`config.mk`:
```
export PLATFORM = sky130hd
export DESIGN_NAME = serial_addsub_n
export DESIGN_NICKNAME = d
export VERILOG_FILES = /design/src/rtl/serial_addsub_n.sv
export SDC_FILE = /design/constraint.sdc
export NUM_CORES = 1
export LEC_CHECK = 0
export CAP_MARGIN = 40
export CORE_UTILIZATION = 35
export CTS_CLUSTER_SIZE = 28
export DETAILED_ROUTE_END_ITERATION = 12
export PLACE_DENSITY = 0.68
export SYNTH_ARGS = -nofsm -noshare
export SYNTH_HDL_FRONTEND = slang
export SYNTH_SLANG_ARGS = --single-unit
```
`constraint.sdc`:
```
create_clock -name clk -period 1.8 [get_ports clk]
set_clock_uncertainty 0.05 [all_clocks]
set_input_delay 0.27 -clock clk [delete_from_list [all_inputs] [get_ports clk]]
set_output_delay 0.27 -clock clk [all_outputs]
set_load 0.005 [all_outputs]
```
`src/rtl/serial_addsub_n.sv`:
```
// serial_addsub_n: bit-serial adder/subtractor, LSB first, with start/busy/done handshake
module serial_addsub_n #(
    parameter int WIDTH = 8
) (
    input  logic             clk,
    input  logic             rst,
    input  logic             start,
    input  logic             sub,
    input  logic [WIDTH-1:0] data_a,
    input  logic [WIDTH-1:0] data_b,
    output logic             busy,
    output logic             done,
    output logic [WIDTH-1:0] result,
    output logic             carry_out,
    output logic             overflow,
    output logic             sum_bit
);
    localparam int CW = $clog2(WIDTH);

    typedef enum logic [1:0] {IDLE, SHIFT, DONE} state_t;

    state_t           state, state_n;
    logic [WIDTH-1:0] shift_a, shift_b, result_q;
    logic [CW-1:0]    cnt;
    logic             carry_q, c_msb, co, accept, last;

    assign sum_bit   = shift_a[0] ^ shift_b[0] ^ carry_q;
    assign co        = (shift_a[0] & shift_b[0]) | (shift_a[0] & carry_q) | (shift_b[0] & carry_q);
    assign busy      = (state == SHIFT);
    assign done      = (state == DONE);
    assign result    = result_q;
    assign carry_out = carry_q;
    assign overflow  = carry_q ^ c_msb;

    // Sequencer decode: start is honoured outside SHIFT, SHIFT ends on the MSB cycle
    always_comb begin
        accept  = start && (state != SHIFT);
        last    = (state == SHIFT) && (cnt == CW'(WIDTH - 1));
        state_n = accept ? SHIFT : (state == SHIFT) ? (last ? DONE : SHIFT) : IDLE;
    end

    // State register
    always_ff @(posedge clk or posedge rst) begin
        if (rst) state <= IDLE;
        else     state <= state_n;
    end

    // Datapath: operand load on accept, one full-adder step per SHIFT cycle
    always_ff @(posedge clk or posedge rst) begin
        if (rst) begin
            shift_a  <= '0;
            shift_b  <= '0;
            result_q <= '0;
            carry_q  <= 1'b0;
            c_msb    <= 1'b0;
            cnt      <= '0;
        end else if (accept) begin
            shift_a <= data_a;
            shift_b <= sub ? ~data_b : data_b;
            carry_q <= sub;
            cnt     <= '0;
        end else if (state == SHIFT) begin
            shift_a  <= shift_a >> 1;
            shift_b  <= shift_b >> 1;
            result_q <= {sum_bit, result_q[WIDTH-1:1]};
            carry_q  <= co;
            cnt      <= cnt + 1'b1;
            if (last) c_msb <= carry_q;
        end
    end
endmodule

```
==> metrics.txt <==
flip-flop and latch count after synthesis 31; slowest CP cell fa_1; P_leak 0.9266 nW; die area 4390 um2; initial antenna violation count 0; CP bufs+invs 1; synthesized area 1445 um2; vias in the first global route around 950; min Tclk post-route 1.694 ns; Crit path max-delay family adder cells; root buffer cell clkbuf_8; RSZ-0062 raised after global routing no; row cnt 22; count leader, synth nand2_1; DR vias roughly 1100; syn nets 165; Largest stage delay, worst path 0.58 ns; crit end category output pin; routed wire length 2.552 mm; total I/O pin count 33; Power Dens Cells 1451 nW/um2; CTS clock-pin slew for the worst setup and hold paths approximately 0.06 ns; worst path cell trace fa_1 -> clkbuf_2; Die Y-Extent 66.26 um; Hold WS 0.3237 ns; clk sink count 31; period utilization 94.09%; post-synthesis area per instance 10.18 um2; kind of critical path flop to output pin; worst reg2reg startpoint state[1]; DR DRC count 0; DR WL/cell 11.24 um; global-route wire length before repair just over 4 mm; status finished clean; clock buffer depth 2; post-CTS setup buffer count 0; clk_lat worst skew 0.27 ns; Post-DP Area 1831 um2; Slew @ Worst Pin about 0.38 ns; final global-route overflow total 0; DR vias/cell 4.652; # diodes 0; register area share after synthesis 53.68%; synth top area cells dfrtp_1, nand2_1, mux2i_1, o21ai_0, xor2_1; Pins Over Slew Limit 0; synth cell count leaders nand2_1, dfrtp_1, mux2i_1; share of layout cells above drive strength 1 10.61%; R2R Path End c_msb; drt initial violations 66; gr usage total 12.81%; Die Wd around 66 um; worst endpoint data arrival time 1.37 ns; Synth async-reset ratio 100.0%; predominant post-synthesis flop cell dfrtp_1; Starting Density a little under two fifths; Final setup viols 0; Max VDD drop 0.4547 mV; Reg2Reg Depth 5; type of the worst min-delay path primary input to async pin; pre-CTS setup slack 0.01953 ns; core area 3799 um2; P&R area growth vs syn 32.29%; gpl congestion 0.7265; top cell type's share of synthesized area 53.68%; Final ANT Viol Nets 0; relative slew slack 74.45%; 1st-pass router iterations 4; crit-path max FO 2; CTS tree done; fin area 1912 um2; Num CTS Buffers 5; startpoint type of the worst setup path flop; Reg2Reg Setup Slack 0.38 ns; Netlist cell types 20; Max H-tree Level 2; fin worst setup slack 0.1063 ns; Yosys warning total 0; CTS Hold Buffers Added 0; Post-synth EDFFs 0; IO buf count 32; Max Fclk 590.4 MHz; CP required 1.48 ns; Setup TNS Final 0 ns; Max-Cap Viols 0; post-detail-place hpwl 1.896 mm; Layout Utilization 50.33%; post-layout net count a little over 200; largest net degree at the start of global routing 32; post-synth top area cell dfrtp_1; synthesized instance count 142; final-report hold violation count 0
## sequential cells by signal, indices dropped and copies added, names as in the netlist
register and count:
result 8, shift_a 8, shift_b 8, cnt 3, state 2, c_msb 1
carry_out 1
## metal layers
layer / global-route usage, % / wire, um
met4: 3.989 / 0
met3: 4.138 / 120
met2: 21.30 / 1235
met1: 15.64 / 1196
met5: 0 / 0
## final cells by class
| cell class | count | area, um2 |
|---|---|---|
| Tap cell | 48 | 60.06 |
| Clock inverter | 1 | 5.005 |
| Clock buffer | 6 | 82.58 |
| Sequential cell | 31 | 775.7 |
| Timing Repair Buffer | 40 | 374.1 |
| Multi-Input combinational cell | 99 | 606.8 |
| Inverter | 2 | 7.507 |
| Fill cell | 360 | 1887 |
## worst max-delay path by stage
stage / startpoint / endpoint / slack [ns] / cells past startpoint
5_1_grt: state[1] / busy / 0.02 / 3
3_5_place_dp: carry_out / sum_bit / 0.02 / 2
6_report: carry_out / sum_bit / 0.11 / 2
4_1_cts: shift_b[0] / sum_bit / 0.005 / 2
2_1_floorplan: cnt[0] / c_msb / 0.47 / 4
3_3_place_gp: carry_out / sum_bit / 0.04 / 2
## tightest hold or removal path: stages
cell and delay, ns:
clkdlybuf4s50_1 0.40, inv_1 0.05, buf_4 0.34
## per-stage QoR
step | cells | power [mW]
after floorplan | 142 | 1.799
after global placement | 220 | 2.254
after detailed placement | 220 | 2.317
after CTS | 227 | 2.826
after global routing | 227 | 3.012
final | 227 | 2.774
## power breakdown
group | switching, mW | internal, mW | leakage [nW]
Sequential | 0.182 | 0.991 | 0.395
Combinational | 0.529 | 0.548 | 0.485
Clock | 0.225 | 0.299 | 0.0470
Total | 0.936 | 1.84 | 0.927
## what timing repair did
action | CTS | global route
setup endpoints to repair | 2 | 1
gates resized for setup | 3 | 1
pin swaps | 1 | 1
## logic make-up (layout without fill, tap and decap cells)
kind of cell             Yosys count  in the layout  share of synthesized area (%)
multiplexers                      17             17                          12.12
adder cells (fa/ha/maj)            3              3                          3.117
buffers and inverters             12             49                          4.328
XOR/XNOR                           9              9                          5.455
AND/OR/NAND/NOR                   51             51                          14.72
AO/OA/AOI/OAI                     19             19                          6.579
flip-flops                        31             31                          53.68
## layout by cell type, fill, tap and decap left out, types with 2 or more instances in the layout
| cell type | count |
|---|---|
| o21ai_1 | 3 |
| ha_1 | 2 |
| o21ai_0 | 15 |
| clkbuf_8 | 6 |
| xor2_1 | 8 |
| clkdlybuf4s50_1 | 30 |
| nand2_1 | 44 |
| dfrtp_1 | 31 |
| mux2i_1 | 16 |
| nand3b_1 | 3 |
| buf_4 | 8 |
(Power assumes the default switching activity.)
